## src/rtl/lcd_bus_responder.sv

```systemverilog
// lcd_bus_responder: HD44780-style 8-bit bus responder holding a
// 2-line character buffer, used as an on-chip display model.
module lcd_bus_responder #(
  parameter int LINE_LEN     = 16,
  parameter int BUSY_CYCLES  = 50,
  parameter int CLEAR_CYCLES = 2000,
  parameter int SYNC_STAGES  = 2
) (
  input  logic                          i_clk,
  input  logic                          i_reset,
  input  logic                          i_E,
  input  logic                          i_RS,
  input  logic                          i_RW,
  input  logic [7:0]                    i_data,
  output logic [7:0]                    o_r_data,
  output logic                          o_r_oe,
  input  logic [$clog2(2*LINE_LEN)-1:0] i_rd_addr,
  output logic [7:0]                    o_r_rd_char,
  output logic                          o_r_busy,
  output logic [6:0]                    o_r_ac,
  output logic [2:0]                    o_r_disp_ctrl,
  output logic                          o_r_wr_stb,
  output logic                          o_r_err
);

  localparam int DEPTH = 2*LINE_LEN;
  localparam int AW    = $clog2(DEPTH);
  localparam int CW    = $clog2(CLEAR_CYCLES+1);
  localparam int FILL_REM =
    (CLEAR_CYCLES > DEPTH) ? CLEAR_CYCLES-DEPTH-1 : 0;

  localparam logic [CW-1:0] BUSY_LD  = CW'(BUSY_CYCLES-1);
  localparam logic [CW-1:0] CLEAR_LD = CW'(CLEAR_CYCLES-1);
  localparam logic [CW-1:0] FILL_LD  = CW'(FILL_REM);
  localparam logic [5:0]    LAST_COL = 6'(LINE_LEN-1);
  localparam logic [AW-1:0] LAST_IDX = AW'(DEPTH-1);

  typedef enum logic [1:0] {
    S_IDLE,
    S_EXEC,
    S_FILL
  } state_t;

  function automatic logic [6:0] ac_inc(input logic [6:0] ac);
    if (ac[5:0] == LAST_COL) return ac[6] ? 7'h00 : 7'h40;
    return ac + 7'd1;
  endfunction

  function automatic logic [6:0] ac_dec(input logic [6:0] ac);
    if (ac[5:0] == 6'd0) return {~ac[6], LAST_COL};
    return ac - 7'd1;
  endfunction

  logic [SYNC_STAGES-1:0] r_e_sync;
  logic [SYNC_STAGES-1:0] r_rs_sync;
  logic [SYNC_STAGES-1:0] r_rw_sync;
  logic [7:0]             r_d_sync [SYNC_STAGES];
  logic                   r_e_prev;
  state_t                 r_state;
  logic [CW-1:0]          r_cnt;
  logic [AW-1:0]          r_fill_idx;
  logic                   r_id;
  logic                   r_rs_l;
  logic                   r_rw_l;
  logic                   r_rd_ok;
  logic [7:0]             r_buf [DEPTH];

  logic          w_e;
  logic          w_rs;
  logic          w_rw;
  logic [7:0]    w_d;
  logic          w_rise;
  logic          w_fall;
  logic          w_busy;
  logic [AW-1:0] w_ac_idx;

  state_t        w_state_nx;
  logic [CW-1:0] w_cnt_nx;
  logic [AW-1:0] w_fill_nx;
  logic [6:0]    w_ac_nx;
  logic          w_id_nx;
  logic [2:0]    w_dc_nx;
  logic [7:0]    w_data_nx;
  logic          w_oe_nx;
  logic          w_stb_nx;
  logic          w_err_nx;
  logic          w_rd_ok_nx;
  logic          w_rs_l_nx;
  logic          w_rw_l_nx;
  logic          w_go_busy;
  logic          w_we;
  logic [AW-1:0] w_widx;
  logic [7:0]    w_wdat;

  assign w_e    = r_e_sync[SYNC_STAGES-1];
  assign w_rs   = r_rs_sync[SYNC_STAGES-1];
  assign w_rw   = r_rw_sync[SYNC_STAGES-1];
  assign w_d    = r_d_sync[SYNC_STAGES-1];
  assign w_rise = w_e & ~r_e_prev;
  assign w_fall = ~w_e & r_e_prev;
  assign w_busy = (r_state != S_IDLE);

  assign w_ac_idx = o_r_ac[6]
    ? AW'(LINE_LEN) + AW'(o_r_ac[5:0])
    : AW'(o_r_ac[5:0]);

  always_comb begin
    w_state_nx = r_state;
    w_cnt_nx   = r_cnt;
    w_fill_nx  = r_fill_idx;
    w_ac_nx    = o_r_ac;
    w_id_nx    = r_id;
    w_dc_nx    = o_r_disp_ctrl;
    w_data_nx  = o_r_data;
    w_oe_nx    = o_r_oe;
    w_stb_nx   = 1'b0;
    w_err_nx   = 1'b0;
    w_rd_ok_nx = r_rd_ok;
    w_rs_l_nx  = r_rs_l;
    w_rw_l_nx  = r_rw_l;
    w_go_busy  = 1'b0;
    w_we       = 1'b0;
    w_widx     = w_ac_idx;
    w_wdat     = w_d;

    unique case (r_state)
      S_FILL: begin
        w_we   = 1'b1;
        w_widx = r_fill_idx;
        w_wdat = 8'h20;
        if (r_fill_idx == LAST_IDX) begin
          w_state_nx = S_EXEC;
          w_cnt_nx   = FILL_LD;
        end else begin
          w_fill_nx = r_fill_idx + AW'(1);
        end
      end
      S_EXEC: begin
        if (r_cnt == '0) w_state_nx = S_IDLE;
        else             w_cnt_nx   = r_cnt - CW'(1);
      end
      default: ;
    endcase

    if (w_rise) begin
      w_rs_l_nx = w_rs;
      w_rw_l_nx = w_rw;
      if (w_rw) begin
        w_oe_nx = 1'b1;
        if (!w_rs) begin
          w_data_nx = {w_busy, o_r_ac};
        end else if (w_busy) begin
          w_data_nx  = 8'hFF;
          w_err_nx   = 1'b1;
          w_rd_ok_nx = 1'b0;
        end else begin
          w_data_nx  = r_buf[w_ac_idx];
          w_rd_ok_nx = 1'b1;
        end
      end
    end

    if (w_fall) begin
      w_oe_nx = 1'b0;
      if (r_rw_l) begin
        if (r_rs_l && r_rd_ok)
          w_ac_nx = r_id ? ac_inc(o_r_ac) : ac_dec(o_r_ac);
        w_rd_ok_nx = 1'b0;
      end else if (w_busy) begin
        w_err_nx = 1'b1;
      end else if (r_rs_l) begin
        w_we      = 1'b1;
        w_ac_nx   = r_id ? ac_inc(o_r_ac) : ac_dec(o_r_ac);
        w_go_busy = 1'b1;
      end else begin
        unique casez (w_d)
          8'b1???????: begin
            w_go_busy = 1'b1;
            if (w_d[5:0] > LAST_COL) begin
              // Off-screen column snaps to the start of that line
              w_ac_nx  = {w_d[6], 6'd0};
              w_err_nx = 1'b1;
            end else begin
              w_ac_nx = w_d[6:0];
            end
          end
          8'b01??????: w_err_nx = 1'b1;
          8'b001?????: begin
            if (!w_d[4]) w_err_nx  = 1'b1;
            else         w_go_busy = 1'b1;
          end
          8'b0001????: begin
            w_go_busy = 1'b1;
            if (!w_d[3])
              w_ac_nx = w_d[2] ? ac_inc(o_r_ac) : ac_dec(o_r_ac);
          end
          8'b00001???: begin
            w_go_busy = 1'b1;
            w_dc_nx   = w_d[2:0];
          end
          8'b000001??: begin
            w_go_busy = 1'b1;
            w_id_nx   = w_d[1];
          end
          8'b0000001?: begin
            w_stb_nx   = 1'b1;
            w_ac_nx    = 7'h00;
            w_state_nx = S_EXEC;
            w_cnt_nx   = CLEAR_LD;
          end
          8'b00000001: begin
            w_stb_nx   = 1'b1;
            w_ac_nx    = 7'h00;
            w_id_nx    = 1'b1;
            w_state_nx = S_FILL;
            w_fill_nx  = '0;
          end
          default: ;
        endcase
      end
      if (w_go_busy) begin
        w_stb_nx   = 1'b1;
        w_state_nx = S_EXEC;
        w_cnt_nx   = BUSY_LD;
      end
    end
  end

  always_ff @(posedge i_clk) begin
    if (!i_reset) begin
      r_e_sync      <= '0;
      r_rs_sync     <= '0;
      r_rw_sync     <= '0;
      for (int k = 0; k < SYNC_STAGES; k++) r_d_sync[k] <= 8'h00;
      r_e_prev      <= 1'b0;
      r_state       <= S_FILL;
      r_cnt         <= '0;
      r_fill_idx    <= '0;
      r_id          <= 1'b1;
      r_rs_l        <= 1'b0;
      r_rw_l        <= 1'b0;
      r_rd_ok       <= 1'b0;
      o_r_ac        <= 7'h00;
      o_r_disp_ctrl <= 3'b000;
      o_r_data      <= 8'h00;
      o_r_oe        <= 1'b0;
      o_r_wr_stb    <= 1'b0;
      o_r_err       <= 1'b0;
      o_r_busy      <= 1'b1;
    end else begin
      r_e_sync  <= {r_e_sync[SYNC_STAGES-2:0], i_E};
      r_rs_sync <= {r_rs_sync[SYNC_STAGES-2:0], i_RS};
      r_rw_sync <= {r_rw_sync[SYNC_STAGES-2:0], i_RW};
      r_d_sync[0] <= i_data;
      for (int k = 1; k < SYNC_STAGES; k++)
        r_d_sync[k] <= r_d_sync[k-1];
      r_e_prev      <= w_e;
      r_state       <= w_state_nx;
      r_cnt         <= w_cnt_nx;
      r_fill_idx    <= w_fill_nx;
      r_id          <= w_id_nx;
      r_rs_l        <= w_rs_l_nx;
      r_rw_l        <= w_rw_l_nx;
      r_rd_ok       <= w_rd_ok_nx;
      o_r_ac        <= w_ac_nx;
      o_r_disp_ctrl <= w_dc_nx;
      o_r_data      <= w_data_nx;
      o_r_oe        <= w_oe_nx;
      o_r_wr_stb    <= w_stb_nx;
      o_r_err       <= w_err_nx;
      o_r_busy      <= (w_state_nx != S_IDLE);
    end
  end

  // Buffer content survives reset; FILL rewrites it afterwards
  always_ff @(posedge i_clk) begin
    if (w_we) r_buf[w_widx] <= w_wdat;
    o_r_rd_char <= r_buf[i_rd_addr];
  end

endmodule

```

## config.mk

```make
export PLATFORM = sky130hd
export DESIGN_NAME = lcd_bus_responder
export DESIGN_NICKNAME = d
export VERILOG_FILES = /design/src/rtl/lcd_bus_responder.sv
export SDC_FILE = /design/constraint.sdc
export NUM_CORES = 1
export LEC_CHECK = 0
export ABC_AREA = 1
export CORE_UTILIZATION = 55
export CTS_CLUSTER_SIZE = 40
export DETAILED_ROUTE_END_ITERATION = 10
export DONT_BUFFER_PORTS = 1
export PLACE_DENSITY = 0.68
export SYNTH_ARGS = -nofsm -noshare
export SYNTH_HDL_FRONTEND = slang
export SYNTH_SLANG_ARGS = --single-unit
```

## constraint.sdc

```tcl
create_clock -name i_clk -period 3.5 [get_ports i_clk]
set_input_delay 0.525 -clock i_clk [delete_from_list [all_inputs] [get_ports i_clk]]
set_output_delay 0.525 -clock i_clk [all_outputs]
set_load 0.005 [all_outputs]
```

# --- Yosys cells after proc, flatten, opt, wreduce, memory -nomap -nowiden ---
# Memories as Yosys holds them, arrays and structs flattened. A register that Yosys moved wholly into a read port is not among the register bits.
# Index checks and enable logic that the tools add are counted.
word_totals:
  inputBits: 18
  wordCells: 183
  register_bits: 51
  ram_bits: 272
  output_inout_bits: 30
  memories: 2
mem_list:
  columns: ["memory", "depth", "word_bits", "read_ports", "rd_clocked_by_memory_dff", "wr", "line_no", "text"]
  rows:
  - ["r_buf", 32, 8, 2, 1, 1, "66", "logic [7:0] r_buf [DEPTH];"]
  - ["r_d_sync", 2, 8, 2, 0, 2, "57", "logic [7:0] r_d_sync [SYNC_STAGES];"]
op_classes:
  n_reduce_logical: 15
  add_sub_neg: 5
  n_mux: 117
  order_cmp: 1
  eq_ne: 14
  bitwise: 11
ops:
  columns: ["cell", "count"]
  rows:
  - ["2-to-1 mux 7 bit", 17]
  - ["2-to-1 mux 11 bit", 8]
  - ["2-to-1 mux 1 bit", 63]
  - ["2-to-1 mux 5 bit", 9]
  - ["2-to-1 mux 8 bit", 5]
  - ["case mux 11 bit (2 select lines)", 1]
  - ["case mux 7 bit (3 select lines)", 1]
  - ["AND reduction 5 bit", 3]
  - ["2-to-1 mux 2 bit", 7]
  - ["logical NOT 11 bit", 1]
  - ["subtractor 11 x 1 -> 11 bit (second input constant)", 1]
  - ["== test 8 x 1 -> 1 bit (second input constant)", 1]
  - ["case mux 2 bit (2 select lines)", 2]
  - ["adder 7 x 1 -> 7 bit (second input constant)", 1]
  - ["== test 7 x 1 -> 1 bit (second input constant)", 1]
  - ["inverter 1 bit", 7]
  - ["subtractor 7 x 1 -> 7 bit (second input constant)", 1]
  - ["== test 6 x 1 -> 1 bit (second input constant)", 1]
  - ["== test 6 x 4 -> 1 bit (second input constant)", 1]
  - ["greater-than comparator 6 x 4 -> 1 bit (second input constant)", 1]
  - ["logical NOT 6 bit", 1]
  - ["2-to-1 mux 6 bit", 1]
  - ["nonzero test 2 bit", 3]
  - ["adder 5 x 1 -> 5 bit (second input constant)", 1]
  - ["other kinds (19)", 25]

# --- Longest topological paths before layout ---
depth:
  ltp_word: 15
  mapped_depth: 14
  ltp_nobuf: 12

# --- Least setup slack after synthesis ---
# No wires, ideal clock.
synth_path:
  path_type: "register to register"
  start: "register r_state[0]"
  end: "memory r_buf[0][6], data pin"
  path_buffers: 3
  path_slack_ns: 1.283
  required_ns: 3.149
  path_stages_with_launch: 7
  arrival_ns: 1.865
  synth_period_minus_slack_ns: 2.217
  setup_ns: 0.351
  path_cell_list: "dfxtp_1 inv_1 ha_1 buf_2 buf_2 buf_1 nor2_1"
synth_between:
  elab_chain_cells: 2
synth_rtl:
  columns: ["item", "line_no", "text"]
  rows:
  - ["start: declaration", "59", "state_t r_state;"]
  - ["start signal: assignment", "258", "r_state <= w_state_nx;"]
  - ["== test 2 bit", "126", "unique case (r_state)"]
  - ["2-to-1 mux 8 bit", "126", null]
  - ["via w_wdat[6]", "93", "logic [7:0] w_wdat;"]
  - ["end: declaration", "66", null]
# The timed path passes the listed nets, and every way through them passes these cells.

# --- Final worst setup path ---
layout_path:
  start: "register r_state[0]"
  end: "memory r_buf[6][7], enable pin"
layout_between:
  elab_chain_cells: 8
layout_rtl:
  columns: ["item", "line_no", "text"]
  rows:
  - ["== test 2 bit", "126", null]
  - ["2-to-1 mux 1 bit", "126", null]
  - ["2-to-1 mux 1 bit", "171", "end else if (r_rs_l) begin"]
  - ["2-to-1 mux 1 bit", "169", "end else if (w_busy) begin"]
  - ["2-to-1 mux 1 bit", "165", "if (r_rw_l) begin"]
  - ["2-to-1 mux 1 bit", "163", "if (w_fall) begin"]
  - ["2-to-1 mux 1 bit", "277", "if (w_we) r_buf[w_widx] <= w_wdat;"]
  - ["2-to-1 mux 1 bit (not written as such)", "277", null]
# Several ways; a longest one is shown, not always the timed one.

==> impl_results.md <==
* Post-synthesis instance area at 0.0170 sq mm
* Leakage power at roughly 7.5 nW
* Inserted Clock Buffers at 36
* Clock tree from TritonCTS: done
* Final Routed Wirelength at just over 50000 um
* Simple-gate portion of the synthesized area at 0.219
* Most frequent standard cell in the layout excluding fill and tap cells: nand2_1
* Type of the tightest min-delay check: input pin to register
* Count of placed standard cells including taps at between 2000 and 2500
* Number of H-tree levels at 2
* Area after detailed placement at 0.0173 sq mm
* Maximum ir drop on the vdd rail at 0.407 mV
* Run status: finished clean
* Dominant combinational cell family by area after synthesis: simple AND/OR/NAND/NOR gates
* HPWL after DPL at between 30000 and 40000 um
* Final critical-path required period at roughly 2.7 ns
* Slew @ Worst Pin at ~1.1 ns
* Worst Setup Slack, final at between 0.8 and 0.9 ns
* RSZ-0062 raised after global routing: no
* DRC violation count after routing at 0
* Syn_nets at between 2000 and 2500
* Standard cell core area at approximately 0.03 sq mm
* Insertion delay to the later sink of the worst-skew pair at ~0.52 ns
* Syn Area/Cell at ~8.4 sq um
* Die width at approximately 180 um
* Post-CTS setup-driven buffer insertion count at 0
* Total power divided by cell area at between 400 and 500 mW/mm^2
* Required @ worst endpoint at roughly 3.7 ns
* Cells resized by post-CTS repair at 0
* Adder-Cell Fraction of Synth Area at 0.00516
* CP startpoint: r_state[0]
* Synthesis warning total at 0
* R2r worst-path depth at 7
* Post-synthesis xor/xnor area fraction at 0.00464
* Setup CP Type: register to register
* TritonRoute pass-1 iters at 7
* Number of enable-type register cells in the synthesized netlist at approximately 260
* Area of the die at roughly 0.032 sq mm
* DIE HEIGHT at 178 um
* Number of global-route vias before repair at roughly 14000
* Share of flip-flops with an asynchronous set or reset after synthesis at 0
* Setup WS pre-CTS at between 0.9 and 1 ns
* Wire length per cell at 21.3 um
* Count of final max-slew check failures at 0
* Post-route antenna net violation count at 0
* Commonest cells after routing, fill and taps aside: nand2_1, edfxtp_1, nor2_1
* Clock transition time at the flip-flop clock pins of the worst setup and hold paths at 0.06 ns
* IO buf count at 0
* Post-route fraction of the period consumed by the critical path at 0.765
* I/O Pins at 48
* Hold path start: i_data[6]
* Setup violation total in the final timing report at 0
* Root buffer cell: clkbuf_16
* Filler instances at between 2000 and 3000
* Initial Util at 0.565
* Cell count of the worst hold path at 2
* Gpl congestion at just under 1
* Maximum net fanout on the critical path at 21
* Max-slew headroom at 0.260
* Critical path endpoint category: register
* Finished Layout Cells at approximately 2400
* Number of antenna cells inserted at 0
* Sequential cell area fraction in the yosys report at 0.541
* Compound-cell area share of the yosys netlist at 0.145
* Multiplexer fraction of the synthesized cell area at 0
* Max Cap Viol at 0
* Congestion Overflow GR at 0
* Post-route cell area at 0.0185 sq mm
* Combined global-route utilization of all metal layers at 0.331
* Syn Inst Count at approximately 2000
* Cts-stage hold buffer count at 0
* Post-DR vias/cell at 6.02
* # clock sinks at approximately 330
* Setup Skew at roughly 0.024 ns
* Site row count at 63
* Total number of vias at 14549
* Fin. Hold Viols at 0
* Netlist cell types at 43
* 1st-iter DRT viols at ~1900
* Critical path startpoint category: register
* Flops & latches, synth at approximately 330
* Reg-to-Reg Start: r_state[0]
* Synthesis-to-layout area growth at 9.24%
* Number of antenna violations at the first check in global routing at 0
* Fraction of final layout cells with drive strength greater than 1 at 0.0795
* Setup TNS after final layout at 0 ns
* Data arrival at the endpoint of the critical path at 2.90 ns
* First-pass GRT wire length at 77800 um
* Number of nets at the end of the flow at between 2000 and 2500
* Highest clock frequency the design can meet at approximately 0.37 GHz
* Maximum number of pins on one net before global-route repair at between 90 and 100
* Top flip-flop cell by instance count after synthesis: edfxtp_1
* Clk buf depth at 3
-- layer usage --
| layer | vias up | GRT usage | wire, um |
|---|---|---|---|
| li1 | 6758 | - | - |
| met5 | - | 0 | 0 |
| met4 | 0 | 0.139 | 2270 |
| met3 | 158 | 0.0656 | 5550 |
| met2 | 885 | 0.544 | 24000 |
| met1 | 6748 | 0.428 | 19700 |
-- cell families after synthesis --
logic type | after synthesis
compound gates | 460
buf+inv | 327
simple gates | 888
xor+xnor | 9
flops | 331
fa+ha+maj | 7
-- worst max-delay path: stages, from the launching register on --
cell	delay [ns]
dfxtp_1	0.31
inv_1	0.10
ha_1	0.60
o21ai_0	0.34
inv_1	0.18
nand3_2	0.37
nor2_1	0.29
buf_4	0.19
-- state kept, by name (all words and copies together) (netlist names), 3 cells and up --
name,cells
r_fill_idx,5
r_cnt,11
r_buf,256
o_r_disp_ctrl,3
o_r_ac,7
r_d_sync,16
o_r_data,8
o_r_rd_char,8
-- final timing paths --
check | to | slack (ns)
worst max-delay path | r_buf[6][7] | 0.82
worst min register to register | r_rs_sync[1] | 0.41
worst max register to register | r_buf[6][7] | 0.82
worst min-delay path | r_d_sync[0][6] | 0.12
-- where the power goes --
group / switching (mW) / leakage [nW] / internal [mW]
clock network: 1.50 / 0.594 / 2.36
registers: 0.0790 / 3.24 / 4.34
logic: 0.643 / 3.66 / 0.268
total: 2.23 / 7.49 / 6.97
-- synth_stat cells (7+ instances only) --
cell,instances,share of area
buf_6,13,0.0086
clkbuf_1,36,0.0080
o211ai_1,26,0.011
ha_1,7,0.0052
o22ai_1,9,0.0033
buf_2,42,0.012
inv_1,201,0.044
o221ai_1,10,0.0052
nand3_2,8,0.0047
dfxtp_1,75,0.088
buf_4,15,0.0066
nand2_1,440,0.097
nor2_1,232,0.051
o21ai_1,50,0.015
edfxtp_1,256,0.45
nand3_1,167,0.049
nor2_2,8,0.0029
nand4_1,15,0.0055
inv_2,9,0.0020
o21ai_0,197,0.058
a21oi_1,151,0.045
-- final cells by class --
| type | instances | area, sq um | share of cell area |
|---|---|---|---|
| clock buffer | 46 | 991 | 0.0534 |
| inverter | 213 | 805 | 0.0434 |
| timing repair buffer | 55 | 463 | 0.0250 |
| tap | 390 | 488 | 0.0263 |
| sequential | 331 | 9190 | 0.496 |
| clock inverter | 17 | 209 | 0.0113 |
| multi-input combinational | 1364 | 6390 | 0.345 |
-- through the flow --
stage                      util  total power [mW]  hold slack, ns
after global routing      0.617              9.47           0.117
after detailed placement  0.577              5.39           0.403
final                     0.617              9.20           0.120
after floorplan               -              5.10           0.390
after global placement    0.577              5.38           0.400
after CTS                 0.617              9.21           0.107
Note: power is estimated with default switching activity, not from simulation.
